<file path="src/rtl/arb_pkg.sv">
// Shared types and helpers for the round-robin grant arbiter.
package arb_pkg;

  // Arbiter FSM: nobody owns the resource, or exactly one requester does.
  typedef enum logic {
    IDLE  = 1'b0,
    OWNED = 1'b1
  } arb_state_t;

  // Largest supported requester count.
  localparam int ARB_MAX_N = 16;

  // Width of a requester index; never narrower than one bit.
  function automatic int idw(input int n);
    return (n <= 2) ? 1 : $clog2(n);
  endfunction

endpackage

</file>
<file path="src/rtl/rr_grant_arbiter_if.sv">
// Arbiter bus: requesters drive request, the arbiter answers with grant,
// grant_id and busy.
// Handshake: request is level-sensitive and sampled on each rising clk edge;
// grant/grant_id/busy are registered and change only on that edge. A holder
// keeps its grant for as long as it holds its request bit high.
interface rr_grant_arbiter_if #(parameter int N = 2);
  import arb_pkg::*;

  localparam int IDW = idw(N);

  logic [N-1:0]   request;
  logic [N-1:0]   grant;
  logic [IDW-1:0] grant_id;
  logic           busy;

  modport master (output request, input grant, input grant_id, input busy);
  modport slave  (input request, output grant, output grant_id, output busy);
endinterface

</file>
<file path="src/rtl/rr_grant_arbiter_pick.sv">
// rr_pick: combinational rotating priority encoder.
// Scans last+1, last+2, ... wrapping modulo N and ends with last itself;
// with exclude set, last is skipped so only other requesters can win.
module rr_pick #(
  parameter int N   = 2,
  parameter int IDW = 1
) (
  input  logic [N-1:0]   request,
  input  logic [IDW-1:0] last,
  input  logic           exclude,
  output logic           found,
  output logic [IDW-1:0] winner
);

  int idx;

  // First requester in rotating order after last wins.
  always_comb begin
    found  = 1'b0;
    winner = last;
    idx    = 0;
    for (int i = 1; i <= N; i++) begin
      idx = int'(last) + i;
      if (idx >= N) idx = idx - N;
      if (!found && request[idx[IDW-1:0]] && !(exclude && i == N)) begin
        found  = 1'b1;
        winner = IDW'(idx);
      end
    end
  end

endmodule

</file>
<file path="src/rtl/rr_grant_arbiter.sv">
// rr_grant_arbiter: synchronous N-way round-robin arbiter.
// Grants are registered one-hot and held while the holder keeps requesting;
// ownership then moves to the next requester after the previous holder.
// Optional build macro ARB_TIMEOUT_EN adds a hold counter that forces
// rotation after MAX_HOLD consecutive cycles when someone else is waiting.
// N must lie in 2..ARB_MAX_N.
module rr_grant_arbiter
  import arb_pkg::*;
#(
  parameter int N        = 2,
  parameter int MAX_HOLD = 8
) (
  input  logic                 clk,
  input  logic                 rst,
  rr_grant_arbiter_if.slave    arb,
  output arb_state_t           state_dbg
);

  localparam int IDW = idw(N);

  arb_state_t     state;
  logic [N-1:0]   grant_q;
  logic [IDW-1:0] grant_id_q;
  logic           busy_q;
  logic [IDW-1:0] last_q;

  logic           pick_found;
  logic [IDW-1:0] pick_id;
  logic           holder_req;
  logic           timeout;
  logic           keep;
  logic           start;

  assign arb.grant    = grant_q;
  assign arb.grant_id = grant_id_q;
  assign arb.busy     = busy_q;
  assign state_dbg    = state;

  // While owned the holder is excluded so the pick only finds other waiters.
  rr_pick #(.N(N), .IDW(IDW)) u_pick (
    .request (arb.request),
    .last    (last_q),
    .exclude (state == OWNED),
    .found   (pick_found),
    .winner  (pick_id)
  );

  assign holder_req = arb.request[grant_id_q];
  // Holder keeps ownership unless a timeout coincides with another waiter.
  assign keep  = holder_req && !(timeout && pick_found);
  // A new ownership period begins on a fresh grant or a handover.
  assign start = pick_found && ((state == IDLE) || !keep);

`ifdef ARB_TIMEOUT_EN
  localparam int CW = $clog2(MAX_HOLD + 1);
  logic [CW-1:0] hold_cnt;

  assign timeout = (state == OWNED) && (hold_cnt == CW'(MAX_HOLD));

  // Count consecutive cycles of the current holder, saturating at MAX_HOLD.
  always_ff @(posedge clk) begin
    if (rst) begin
      hold_cnt <= '0;
    end else if (start) begin
      hold_cnt <= CW'(1);
    end else if (state == OWNED && keep && hold_cnt != CW'(MAX_HOLD)) begin
      hold_cnt <= hold_cnt + CW'(1);
    end
  end
`else
  assign timeout = 1'b0;
`endif

  // Ownership FSM with registered grant, grant_id, busy and pointer.
  always_ff @(posedge clk) begin
    if (rst) begin
      state      <= IDLE;
      grant_q    <= '0;
      grant_id_q <= '0;
      busy_q     <= 1'b0;
      last_q     <= IDW'(N - 1);
    end else begin
      case (state)
        IDLE: begin
          if (start) begin
            state      <= OWNED;
            grant_q    <= N'(1) << pick_id;
            grant_id_q <= pick_id;
            busy_q     <= 1'b1;
            last_q     <= pick_id;
          end
        end
        OWNED: begin
          if (keep) begin
            state <= OWNED;
          end else if (start) begin
            grant_q    <= N'(1) << pick_id;
            grant_id_q <= pick_id;
            last_q     <= pick_id;
          end else begin
            state   <= IDLE;
            grant_q <= '0;
            busy_q  <= 1'b0;
          end
        end
        default: begin
          state   <= IDLE;
          grant_q <= '0;
          busy_q  <= 1'b0;
        end
      endcase
    end
  end

endmodule

</file>
<file path="src/flat_wrapper.sv">
// flat-port wrapper written by rule: the top's interface ports become plain ports
module rr_grant_arbiter_flat import arb_pkg::*;
#(
  parameter int N        = 2,
  parameter int MAX_HOLD = 8
)
  (clk, rst, state_dbg, arb_request, arb_grant, arb_grant_id, arb_busy);
  rr_grant_arbiter_if #(.N(N)) arb_i ();
  input  logic clk;
  input  logic rst;
  output arb_state_t state_dbg;
  input wire logic [$bits(arb_i.request)-1:0] arb_request;
  output wire logic [$bits(arb_i.grant)-1:0] arb_grant;
  output wire logic [$bits(arb_i.grant_id)-1:0] arb_grant_id;
  output wire logic [$bits(arb_i.busy)-1:0] arb_busy;
  assign arb_i.request = arb_request;
  assign arb_grant = arb_i.grant;
  assign arb_grant_id = arb_i.grant_id;
  assign arb_busy = arb_i.busy;
  rr_grant_arbiter #(.N(N), .MAX_HOLD(MAX_HOLD)) u_core (.clk(clk), .rst(rst), .arb(arb_i), .state_dbg(state_dbg));
endmodule
</file>
<file path="config.mk">
export PLATFORM = sky130hd
export DESIGN_NAME = rr_grant_arbiter_flat
export DESIGN_NICKNAME = d
export VERILOG_FILES = /design/src/rtl/arb_pkg.sv /design/src/rtl/rr_grant_arbiter_if.sv /design/src/rtl/rr_grant_arbiter_pick.sv /design/src/rtl/rr_grant_arbiter.sv /design/src/flat_wrapper.sv
export SDC_FILE = /design/constraint.sdc
export NUM_CORES = 1
export LEC_CHECK = 0
export ABC_AREA = 1
export CAP_MARGIN = 20
export CORE_AREA = 4 4 41 43
export DETAILED_ROUTE_END_ITERATION = 8
export DIE_AREA = 0 0 45 47
export PLACE_DENSITY = 0.51
export SETUP_SLACK_MARGIN = 0.02
export SLEW_MARGIN = 25
export SYNTH_ARGS = -nofsm -noshare
export SYNTH_HDL_FRONTEND = slang
export SYNTH_SLANG_ARGS = --single-unit
</file>
<file path="constraint.sdc">
create_clock -name clk -period 1.1 [get_ports clk]
set_input_delay 0.11 -clock clk [delete_from_list [all_inputs] [get_ports clk]]
set_output_delay 0.11 -clock clk [all_outputs]
set_load 0.01 [all_outputs]
</file>
# Word level (Yosys, flattened, before mapping)
# Cells that the tools add are included.
totals:
  elab_cells: 57
  register_bits: 6
op_classes:
  n_reduce_logical: 9
  order_cmp: 5
  n_shift: 1
  bitwise_logic: 1
  addsub: 4
  eq_ne: 3
  muxes: 29
op_table:
  columns: ["cell", "count"]
  rows:
  - ["two-way mux 1 bit", 21]
  - ["case mux 1 bit (2 select lines)", 4]
  - ["< comparator 1 x 2 -> 1 bit, second input constant", 3]
  - ["two-way mux 2 bit", 3]
  - ["inequality test 2 bit, second input constant", 2]
  - ["case mux 2 bit (2 select lines)", 1]
  - ["adder 1 x 2 -> 3 bit, second input constant", 1]
  - [">= comparator 3 x 2 -> 1 bit, second input constant", 1]
  - ["logical AND 1 bit", 3]
  - ["zero test 1 bit", 3]
  - ["AND reduction 3 bit", 1]
  - ["adder 1 x 1 -> 2 bit, second input constant", 1]
  - [">= comparator 2 bit, second input constant", 1]
  - ["inequality test 2 x 1 -> 1 bit, second input constant", 1]
  - ["AND reduction 2 bit", 1]
  - ["left shift 1 x 1 -> 2 bit, first input constant", 1]
  - ["subtractor 1 bit, second input constant", 2]
  - ["logical OR 1 bit", 1]
  - ["NOT 1 bit", 1]

# Depth between registers and ports, before layout
logic_depth:
  word_depth: 14
  ltp_mapped: 6
  mapped_depth_nobuf: 6

# By module
# From an unflattened synthesis, not the netlist that was laid out.
hier_totals:
  hier_cells: 47
  hier_area_um2: 319.1
modules_own_cells:
  columns: ["mod", "instances", "cells_per_inst", "area_per_inst_um2", "seq_area_each_um2"]
  rows:
  - ["rr_grant_arbiter", 1, 37, 279.0, 120.1]
  - ["rr_pick", 1, 10, 40.0, 0.0]

# Worst setup path after synthesis
# No wires, ideal clock.
synth_timing:
  path_type: "reg-to-reg"
  start: "reg u_core.grant_id_q, in the netlist u_core.arb.grant_id"
  end: "reg u_core.last_q"
  setup_ns: 0.117
  path_stages_with_launch: 5
  required_time_ns: 0.983
  t_arrival_ns: 0.904
  period_less_slack_ns: 1.021
  setup_slack_ns: 0.079
  cell_sequence: "dfxtp_1 -> o211ai_1 -> nand2_2 -> a21oi_1 -> nand2_1"
synth_via:
  elab_chain_len: 8
synth_rtl:
  columns: ["element", "line_no", "text"]
  rows:
  - ["start: declaration", "rr_grant_arbiter.sv:23", "logic [IDW-1:0] grant_id_q;"]
  - ["start signal: assignment", "rr_grant_arbiter.sv:88", "grant_id_q <= pick_id;"]
  - ["start signal: assignment", "rr_grant_arbiter.sv:98", "grant_id_q <= pick_id;"]
  - ["two-way mux 1 bit (not written as such) (*) (2 in series)", "rr_grant_arbiter.sv:48", "assign holder_req = arb.request[grant_id_q];"]
  - ["zero test 1 bit", "rr_grant_arbiter.sv:52", "assign start = pick_found && ((state == IDLE) || !keep);"]
  - ["logical OR 1 bit", "rr_grant_arbiter.sv:52", null]
  - ["logical AND 1 bit", "rr_grant_arbiter.sv:52", null]
  - ["two-way mux 1 bit (2 in series)", null, null]
  - ["case mux 1 bit (2 select lines)", null, null]
  - ["end signal: assignment", "rr_grant_arbiter.sv:81", "last_q <= IDW'(N - 1);"]
  - ["end signal: assignment", "rr_grant_arbiter.sv:90", "last_q <= pick_id;"]
  - ["end signal: assignment", "rr_grant_arbiter.sv:99", "last_q <= pick_id;"]
  - ["end: declaration", "rr_grant_arbiter.sv:25", "logic [IDW-1:0] last_q;"]
# Mark *: on every way between the ends. The rest lies on a longest branch, timed or not. The select of a mux whose other input is x is not followed.
# A chain may end at the register's enable or synchronous reset.

# Worst setup path after layout
# Ends and elaborated chain as after synthesis.

==> flow_summary.ini <==
[yosys]
yosysTopAreaCell = dfxtp_1
yosysWarnings = 0
synth.area.top_cells = dfxtp_1 44%, a21oi_1 11%, nand2_1 9.5%, nand2_2 6.8%, nand3_4 6.4%
yosysTopAreaCellShare_pct = 43.6
synth.avg_cell_area_um2 = 7.86
synthCells = 35
syn_area_um2 = 275
ys_ff_latch = 6
ys_types = 13
syn_nets = 39
seq_area_frac_synth_pct = 43.6

[global_route]
grt_pass1_wl_um = 959
grt_max_degree = 7
overflow = 0
antenna_found_initial = 0
grt_pass1_vias = 252
grt_usage_pct = 6.33

[floorplanning]
core-area_mm2 = 0.00130
io_pins = 9
die_h_um = 47
initial_core_util_pct = 21.2
row_count = 13
die_x_um = 45
die_area_mm2 = 0.00212

[timing]
min_period_over_period_pct = 92.7
slew_viol_final = 0
setup_violations = 0
relSlewSlack_pct = 79.2
fin_worst_skew_ns = 0.000599
fin_setup_tns_ns = 0
tightest_slew_ns = 0.311
max_clock_freq_mhz = 980
rsz0062_at_grt = yes
finalHoldViolCount = 0
post-route-min-period_ns = 1.02

[cells_and_area]
n_fill_cell = 151
final_cell_mix = 7 x nand2_1, 5 x dlygate4sd2_1, 4 x a21oi_1
nets = 52
area_growth_pct = 47.7
mostFrequentLayoutCell = nand2_1
antennaDiodeCount = 0
drive_above_1_share_pct = 30.4
stdcell_area_um2 = 407

[detailed_routing]
via_count = 268
wirelength_um = 566
drt_iter0_drc = 4
drc_errors = 0
ant_nets = 0
routed_via_density = 4.39
drtPass1Iterations = 4
avgRoutedWirePerCell_um = 9.28

[power_and_ir_drop]
pwr_density_cell_mw_per_mm2 = 1640
ir_drop_uv = 652
p_leak_nw = 0.196

[status]
status = completed

[setup_path]
reg2reg_to = u_core.last_q
cp_num_buf_inv = 0
cp_slowest_cell = dfxtp_2
rrSetupSlack_ns = 0.08
crit_chain = o211ai_1 -> nand2_2 -> a21oi_2 -> nand2_1
cp-start-kind = register
r2r-start = u_core.arb.grant_id
path_delay_family = compound AO/OA/AOI/OAI gates
path_class = reg2reg
crit_start = u_core.arb.grant_id
end_kind = register
crit_path_max_fanout = 5
critPathRequiredTime_ns = 1.23
arrival_ns = 1.15
max_stage_delay_ns = 0.33
reg2reg_depth = 4

[hold_path]
holdPathStages = 4
hold_path_class = in2reg
hold_path.startpoint = arb_request[1]
hold_path_end = u_core.arb.grant[0]

[clock_network]
root_buffer = clkbuf_4
clock_path_buffers = 2
clk_latency_ns = 0.24
cts.sinks = 6
cts_htree_levels = 1
cts_tree = built
cts-buffers-inserted = 3
clk_pin_slew_ns = 0.04

[job]
max-cap-violations = 0

[place]
gp_congestion = 0.738
dpl_cell_area_um2 = 374
place_hpwl_um = 425
io_buffers = 8
Yosys cell counts (all sizes together):
master	count
dfxtp	6
nand2	10
nor3	1
o211ai	1
o21ai	2
nor2	1
a21oi	6
nand3	5
inv	3
report_power, final:
part / internal, mW / switching, mW
clock network: 0.123 / 0.0707
logic: 0.0821 / 0.107
registers: 0.256 / 0.0275
worst max-delay path by stage:
stage / endpoint / slack [ns] / depth (start not counted)
3_3_place_gp: u_core.last_q / -0.21 / 5
6_report: u_core.last_q / 0.08 / 4
2_1_floorplan: u_core.last_q / 0.08 / 4
5_1_grt: u_core.last_q / -0.01 / 4
4_1_cts: state_dbg / 0.04 / 1
3_5_place_dp: u_core.last_q / -0.21 / 5
what timing repair did:
| action | in CTS | in global routing |
|---|---|---|
| hold endpoints to repair | 0 | 0 |
| pin swaps | 0 | 2 |
| endpoints found under the setup margin | 5 | 6 |
| resized for setup | 5 | 8 |
| setup buffers | 0 | 0 |
| hold buffers | 0 | 0 |
layout make-up:
type | instances | area (µm²) | area share [%]
Inverter | 3 | 11.3 | 2.77
Tap cell | 15 | 18.8 | 4.62
Sequential cell | 6 | 124 | 30.5
Multi-Input combinational cell | 26 | 151 | 37.2
Clock buffer | 3 | 22.5 | 5.54
Timing Repair Buffer | 8 | 78.8 | 19.4
tightest hold or removal path: cells and delay by family:
family | cells | cell delay [ns]
AND/OR/NAND/NOR | 1 | 0.09
AO/OA/AOI/OAI | 2 | 0.17
buffers and inverters | 1 | 0.14
cells by family after synthesis:
group	synth area share (%)
AO/OA/AOI/OAI	17.3
buffers and inverters	4.09
flip-flops	43.6
AND/OR/NAND/NOR	35.0
metrics by stage:
step	total power [mW]	hold WS, ns	setup WS [ns]	instances	utilization [%]
finish	0.666	0.322	0.0800	61	31.3
global route	0.728	0.368	-0.0128	61	31.3
CTS	0.670	0.480	0.0415	61	30.0
detailed placement	0.483	0.473	-0.209	58	28.7
global placement	0.488	0.475	-0.207	58	28.7
floorplan	0.397	0.179	0.0791	35	-
flip-flops by register name (all words and copies together), names as in the netlist:
name	count
u_core.arb.grant	2
u_core.arb.busy	1
u_core.arb.grant_id	1
u_core.last_q	1
u_core.state_dbg	1
per-layer routing:
layer / vias to the layer above / global-route usage, % / part of all wire, %
li1: 141 / - / -
met1: 118 / 9.36 / 54
met2: 9 / 7.63 / 40
met3: 0 / 1.15 / 5.5
met4: 0 / 5.26 / 0
met5: - / 0 / 0
(Power assumes the default switching activity.)
